File: src/rtl/seq_mul_64bit.sv
// ---------------------------------------------------------------------------
// seq_mul_64bit
//   Iterative shift-and-add unsigned multiplier, 64x64 -> 128-bit product,
//   one multiplier bit retired per clock. Built around a single 64-bit ripple
//   adder (adder_64bit). That adder is made of per-bit full-adder cells
//   (fa_cell) instantiated in a generate array.
//
//   Optional feature (compile-time macro MUL_ZERO_BYPASS_EN):
//     When it is defined, a start with a zero operand goes straight to DONE
//     with a zero product, giving a one-cycle latency. When it is undefined,
//     every operation runs all 64 iterations.
//
// Ports (seq_mul_64bit):
//   clk         in   1   rising-edge clock
//   rst         in   1   asynchronous, active-high reset
//   start       in   1   request, sampled only in IDLE
//   op_a        in   64  multiplicand, captured with start
//   op_b        in   64  multiplier, captured with start
//   busy        out  1   high while state != IDLE
//   done        out  1   one-cycle pulse, product valid
//   product_hi  out  64  upper half of op_a*op_b
//   product_lo  out  64  lower half of op_a*op_b
// ---------------------------------------------------------------------------

// One bit slice of the ripple adder.
//   a, b, ci : addend bits and carry in
//   s, co    : sum bit and carry out
module fa_cell (
  input  logic a,
  input  logic b,
  input  logic ci,
  output logic s,
  output logic co
);
  logic p;
  assign p  = a ^ b;
  assign s  = p ^ ci;
  assign co = (a & b) | (ci & p);
endmodule

// Fixed 64-bit ripple-carry adder.
//   a, b : 64-bit addends
//   cin  : carry in
//   sum  : 64-bit sum
//   cout : carry out of bit 63
module adder_64bit (
  input  logic [63:0] a,
  input  logic [63:0] b,
  input  logic        cin,
  output logic [63:0] sum,
  output logic        cout
);
  logic [64:0] c;

  assign c[0] = cin;

  for (genvar g = 0; g < 64; g++) begin : g_bit
    fa_cell u_fa (
      .a  (a[g]),
      .b  (b[g]),
      .ci (c[g]),
      .s  (sum[g]),
      .co (c[g+1])
    );
  end

  assign cout = c[64];
endmodule

// Top: control FSM plus the {hi,lo} partial-product shift register.
module seq_mul_64bit #(
  // The adder is the fixed 64-bit ripple adder, so only 64 is supported.
  parameter int WIDTH = 64
) (
  input  logic             clk,
  input  logic             rst,
  input  logic             start,
  input  logic [WIDTH-1:0] op_a,
  input  logic [WIDTH-1:0] op_b,
  output logic             busy,
  output logic             done,
  output logic [WIDTH-1:0] product_hi,
  output logic [WIDTH-1:0] product_lo
);

  localparam logic [1:0] ST_IDLE = 2'd0;
  localparam logic [1:0] ST_RUN  = 2'd1;
  localparam logic [1:0] ST_DONE = 2'd2;

  logic [1:0]       state;
  logic [5:0]       count;
  logic [WIDTH-1:0] mcand;
  logic [WIDTH-1:0] hi;
  logic [WIDTH-1:0] lo;

  logic [WIDTH-1:0] add_b;
  logic [WIDTH-1:0] add_sum;
  logic             add_cout;
  logic             zero_op;

  // Add the multiplicand only when the current multiplier bit (lo[0]) is set.
  assign add_b = lo[0] ? mcand : '0;

  adder_64bit u_add (
    .a    (hi),
    .b    (add_b),
    .cin  (1'b0),
    .sum  (add_sum),
    .cout (add_cout)
  );

`ifdef MUL_ZERO_BYPASS_EN
  assign zero_op = (op_a == '0) || (op_b == '0);
`else
  assign zero_op = 1'b0;
`endif

  always_ff @(posedge clk or posedge rst) begin
    if (rst) begin
      state <= ST_IDLE;
      count <= '0;
      mcand <= '0;
      hi    <= '0;
      lo    <= '0;
    end else begin
      case (state)
        ST_IDLE: begin
          if (start) begin
            mcand <= op_a;
            count <= '0;
            hi    <= '0;
            if (zero_op) begin
              lo    <= '0;
              state <= ST_DONE;
            end else begin
              lo    <= op_b;
              state <= ST_RUN;
            end
          end
        end
        ST_RUN: begin
          // Shift the 65-bit {cout,sum} right by one into {hi,lo}. The
          // consumed multiplier bit falls off the bottom of lo, and the
          // adder's carry out becomes hi[63], so no carry is lost.
          hi    <= {add_cout, add_sum[WIDTH-1:1]};
          lo    <= {add_sum[0], lo[WIDTH-1:1]};
          count <= count + 6'd1;  // 63 -> 0 wrap coincides with the DONE entry
          if (count == 6'd63)
            state <= ST_DONE;
        end
        ST_DONE: begin
          state <= ST_IDLE;
        end
        default: begin
          state <= ST_IDLE;
        end
      endcase
    end
  end

  assign busy       = (state != ST_IDLE);
  assign done       = (state == ST_DONE);
  assign product_hi = hi;
  assign product_lo = lo;

endmodule

File: config.mk
export PLATFORM = sky130hd
export DESIGN_NAME = seq_mul_64bit
export DESIGN_NICKNAME = d
export VERILOG_FILES = /design/src/rtl/seq_mul_64bit.sv
export SDC_FILE = /design/constraint.sdc
export NUM_CORES = 1
export LEC_CHECK = 0
export CORE_UTILIZATION = 30
export DETAILED_ROUTE_END_ITERATION = 7
export GPL_ROUTABILITY_DRIVEN = 1
export SETUP_SLACK_MARGIN = 0.2
export SLEW_MARGIN = 20
export SYNTH_ARGS = -nofsm -noshare
export SYNTH_HDL_FRONTEND = slang
export SYNTH_SLANG_ARGS = --single-unit
File: constraint.sdc
create_clock -name clk -period 54.8 [get_ports clk]
set_clock_uncertainty 0.1 [all_clocks]
set_input_delay 5.48 -clock clk [delete_from_list [all_inputs] [get_ports clk]]
set_output_delay 5.48 -clock clk [all_outputs]
set_load 0.01 [all_outputs]
==> results of run 1 <==
routing by layer:
layer  up-vias  global-route usage
li1       3642                   -
met1      3655               0.189
met2       194               0.244
met3        14              0.0483
met4         0              0.0428
met5         -                   0
cells by family after synthesis:
family / synth area share
AND/OR/NAND/NOR: 0.198
flip-flops: 0.484
buffers and inverters: 0.107
AO/OA/AOI/OAI: 0.0850
adder cells (fa/ha/maj): 0.124
multiplexers: 0.000968
flip-flops by register name, indices dropped and copies added, names as in the netlist:
name / count
count: 6
product_hi: 64
mcand: 64
product_lo: 64
state: 2
critical path: cells and delay by family (launching register included):
kind | cells | cell delay [ps]
and+or+nand+nor | 1 | 210
AOI/OAI and AO/OA | 1 | 90
buffers and inverters | 5 | 310
DFF | 1 | 660
adders and majority gates | 64 | 26730
placed cells by master, fill, tap and decap left out, types with 4 or more instances in the layout:
cell type and instances:
a22oi_1 63, buf_4 8, clkbuf_16 17, clkdlybuf4s50_1 260
clkinv_2 4, dfrtp_1 199, fa_1 63, inv_1 66
nand2_1 386, nand3_1 29, nand3_2 36, o21ai_0 29
o21ai_1 35
where the power goes:
group	switching, mW	internal, mW	total, mW	leakage [nW]
sequential	0.0571	0.220	0.277	2.47
clock	0.0596	0.0737	0.133	0.302
combinational	0.149	0.157	0.306	3.02
total	0.266	0.450	0.716	5.80
per-stage QoR:
step | instance area, um2 | hold slack [ps] | instances
CTS | 13400 | 373 | 1685
global route | 13400 | 384 | 1686
finish | 13400 | 367 | 1687
floorplan | 10300 | 337 | 1067
detailed placement | 12700 | 354 | 1653
global placement | 12700 | 353 | 1653
final timing paths:
| kind | end | slack [ps] | depth (start not counted) | startpoint |
|---|---|---|---|---|
| max in group asynchronous | product_lo[0] | 47510 | 3 | rst |
| hold reg to reg | mcand[58] | 370 | 2 | mcand[58] |
| min in group asynchronous | product_lo[26] | 5550 | 2 | rst |
| hold / removal | mcand[58] | 370 | 2 | mcand[58] |
| setup reg to reg | product_hi[62] | 26530 | 71 | product_lo[0] |
| setup / recovery | product_hi[62] | 26530 | 71 | product_lo[0] |
cell type report:
class / count / area (um2) / area share
clock inverter: 14 / 173 / 0.0129
antenna: 2 / 5.00 / 0.000375
sequential: 200 / 5010 / 0.375
multi-input combinational: 670 / 4260 / 0.319
timing repair buffer: 268 / 2660 / 0.199
clock buffer: 18 / 439 / 0.0329
tap: 448 / 561 / 0.0419
inverter: 67 / 259 / 0.0194
==> flow_summary.json, run 1 <==
{
  "synth_flop_cell": "dfrtp_1",
  "postSynthAreaPerCell_um2": 9.69,
  "syn_area_um2": 10300,
  "min_path_type": "register to register",
  "leakagePower_nw": 5.80,
  "post-synth-top-area-cell": "dfrtp_1",
  "area_growth_pct": 29.3,
  "worst_slew_pin_slew_ps": 1050,
  "h-tree-depth": 4,
  "grt_pass1_vias": 7681,
  "drt-total-wl_um": 25400,
  "numCtsBuffers": 17,
  "crit_top_cell": "fa_1",
  "synth.yosys.warnings": 0,
  "powerDensity_nw_per_um2": 53.6,
  "cts.clk_slew.worst_paths_ps": 70,
  "critPathRequiredTime_ps": 54990,
  "synth_nets": 1263,
  "grt_max_degree": 132,
  "antenna_found_initial": 2,
  "postCtsSetupRepairBufs": 0,
  "worstSetupEndpointType": "register",
  "synthDistinctLibCells": 35,
  "status": "complete, no violations",
  "finalPower_mw": 0.716,
  "fp.dieH_um": 188,
  "finalHoldViolCount": 0,
  "die_w_um": 188,
  "nNetsFinal": 1420,
  "ios": 261,
  "max_stage_delay_ps": 660,
  "ir_drop_mv": 0.0235,
  "synthArstFlopShare": 1.00,
  "place.gp.congestion": 0.784,
  "wl_met2_um": 12300,
  "rsz0062_at_grt": "false",
  "routed.top_layer": "met4",
  "synth_common_cells": "386 x nand2_1, 200 x dfrtp_1, 68 x buf_4",
  "setup_slack_ps": 26530,
  "final.setup.tns_ps": 0,
  "crit_slowest_cell": "dfrtp_2",
  "met3_length_um": 1720,
  "dieArea_um2": 35200,
  "crit_arrival_ps": 28460,
  "start_kind": "register",
  "fill_cells": 3344,
  "yosysTopAreaCellShare": 0.484,
  "max_freq_mhz": 35.4,
  "initial_core_util": 0.307,
  "synthCells": 1067,
  "place_ws_ps": 26340,
  "cp_max_fo": 25,
  "ys_seq_area_frac": 0.484,
  "cts.sinks": 200,
  "first_pass_iters": 4,
  "fin_crit_ps": 28270,
  "root_buffer": "clkbuf_16",
  "placement_rows": 67,
  "io_buffers": 260,
  "ys_ff_latch": 200,
  "ant_nets": 0,
  "finalSetupViolCount": 0,
  "viasPerCell": 4.45,
  "cts_tree": "done",
  "drive_above_1_share": 0.0687,
  "grt_usage": 0.150,
  "avgRoutedWirePerCell_um": 15.0,
  "overflow": 0,
  "max_slew_margin": 0.300,
  "hpwl_um": 17500,
  "drc": 0,
  "holdBufCountCts": 0,
  "synth_edf_count": 0,
  "core_um2": 33700,
  "drtIter0Drc": 299,
  "synth_most_common_cell": "nand2_1",
  "drv_slew": 0,
  "cap_violations": 0,
  "critPathKind": "register to register",
  "cts_resized": 0,
  "grt_pass1_wl_um": 41600,
  "drt-met1-wl_um": 11100,
  "finalCritPeriodShare": 0.516,
  "synthTopCellsByArea": "dfrtp_1 48%, nand2_1 14%, fa_1 12%",
  "insertion_delay_ps": 440,
  "final_util": 0.397,
  "vias": 7505,
  "cts_buffer_depth": 2
}
Note: power is estimated with default switching activity, not from simulation.
==> inputs of run 2 (changes only) <==
==> constraint.sdc (replaced) <==
create_clock -name clk -period 26.5 [get_ports clk]
set_clock_uncertainty 0.1 [all_clocks]
set_input_delay 2.65 -clock clk [delete_from_list [all_inputs] [get_ports clk]]
set_output_delay 2.65 -clock clk [all_outputs]
set_load 0.01 [all_outputs]
==> flow_summary.json, run 2 (synthesis gave the netlist of run 1 again) <==
{
  "crit_top_cell": "fa_2",
  "timing.rr.start": "product_lo[0]",
  "grt_usage": 0.151,
  "drtIter0Drc": 262,
  "worst_slew_pin_slew_ps": 953,
  "crit_family": "adder cells",
  "vias": 7568,
  "cts.clk_slew.worst_paths_ps": 70,
  "placement_rows": 67,
  "io_buffers": 260,
  "r2r_slack_ps": 1210,
  "status": "complete, no violations",
  "area_growth_pct": 30.4,
  "nNetsFinal": 1424,
  "die_w_um": 188,
  "grt_pass1_wl_um": 42200,
  "hpwl_um": 17500,
  "finalCritPeriodShare": 0.954,
  "worstSetupEndpointType": "register",
  "drt-total-wl_um": 25500,
  "viasPerCell": 4.48,
  "hold_depth": 2,
  "whs_ps": 373,
  "fin_crit_ps": 25290,
  "hp-start": "mcand[0]",
  "fp.dieH_um": 188,
  "avgRoutedWirePerCell_um": 15.1,
  "drc": 0,
  "start_kind": "register",
  "final_common_cell": "nand2_1",
  "cts_resized": 13,
  "numCtsBuffers": 17,
  "ant_nets": 0,
  "powerDensity_nw_per_um2": 111,
  "layout_common_cells": "386 x nand2_1, 260 x clkdlybuf4s50_1, 199 x dfrtp_1",
  "root_buffer": "clkbuf_16",
  "critPathKind": "register to register",
  "antenna_found_initial": 1,
  "finalHoldViolCount": 0,
  "holdBufCountCts": 0,
  "initial_core_util": 0.307,
  "first_pass_iters": 4,
  "grt_pass1_vias": 7897,
  "reg2regPathDepth": 71,
  "postCtsSetupRepairBufs": 0,
  "leakagePower_nw": 5.80,
  "h-tree-depth": 4,
  "max_freq_mhz": 39.5,
  "dieArea_um2": 35200,
  "crit_slowest_cell": "fa_1",
  "rsz0062_at_grt": "false",
  "finalSetupViolCount": 0,
  "max_slew_margin": 0.364,
  "min_path_type": "register to register",
  "hold_end": "mcand[0]",
  "crit_arrival_ps": 25470,
  "cts_tree": "done",
  "ir_drop_mv": 0.0479,
  "drive_above_1_share": 0.107,
  "insertion_delay_ps": 440,
  "place.gp.congestion": 0.764,
  "cts_buffer_depth": 2,
  "cts.sinks": 200,
  "core_um2": 33700,
  "reg2reg_to": "product_hi[62]",
  "max_stage_delay_ps": 510,
  "final_area_um2": 13500,
  "cp_max_fo": 2,
  "final.setup.tns_ps": 0,
  "grt_max_degree": 133,
  "cap_violations": 0,
  "ios": 261,
  "overflow": 0,
  "drv_slew": 0,
  "critPathRequiredTime_ps": 26690,
  "placed_area_um2": 12800,
  "cp_num_buf_inv": 5
}
## run 2: worst max path at each step
stage | startpoint | end | slack, ps | cells after the start
after global placement | product_lo[0] | product_hi[62] | -350 | 71
after CTS | product_lo[0] | product_hi[62] | 220 | 71
after floorplan | product_lo[0] | product_hi[62] | 200 | 72
after global routing | product_lo[0] | product_hi[62] | 260 | 71
after detailed placement | product_lo[0] | product_hi[62] | -490 | 71
final | product_lo[0] | product_hi[62] | 1210 | 71
## run 2: metal layers
| layer | vias to the layer above | routed length (um) | GRT usage |
|---|---|---|---|
| li1 | 3651 | - | - |
| met1 | 3717 | 10900 | 0.187 |
| met2 | 179 | 12700 | 0.254 |
| met3 | 21 | 1430 | 0.0397 |
| met4 | 0 | 437 | 0.0497 |
| met5 | - | 0 | 0 |
## run 2: layout make-up
class	count	area (um2)
antenna	1	2.50
clock buffer	17	425
clock inverter	13	160
fill	3360	20200
inverter	67	259
multi-input combinational	670	4370
sequential	200	5010
tap	448	561
timing repair buffer	272	2690
## run 2: worst register-to-register path, delay by kind of cell (launching register included)
kind,cells,cell delay [ps]
and+or+nand+nor,1,120
DFF,1,360
adders and majority gates,64,24110
AOI/OAI and AO/OA,1,80
buffers and inverters,5,330
## run 2: stage by stage
step	worst slack, ps	utilization	power [mW]	instances
2_1_floorplan	202	-	0.982	1067
3_3_place_gp	-353	0.381	1.21	1657
3_5_place_dp	-490	0.381	1.23	1657
4_1_cts	222	0.399	1.51	1687
5_1_grt	260	0.400	1.62	1688
6_report	1210	0.400	1.49	1688
## run 2: power by group
| part | internal (mW) | switching (mW) |
|---|---|---|
| combinational | 0.335 | 0.319 |
| clock | 0.141 | 0.128 |
| sequential | 0.454 | 0.114 |
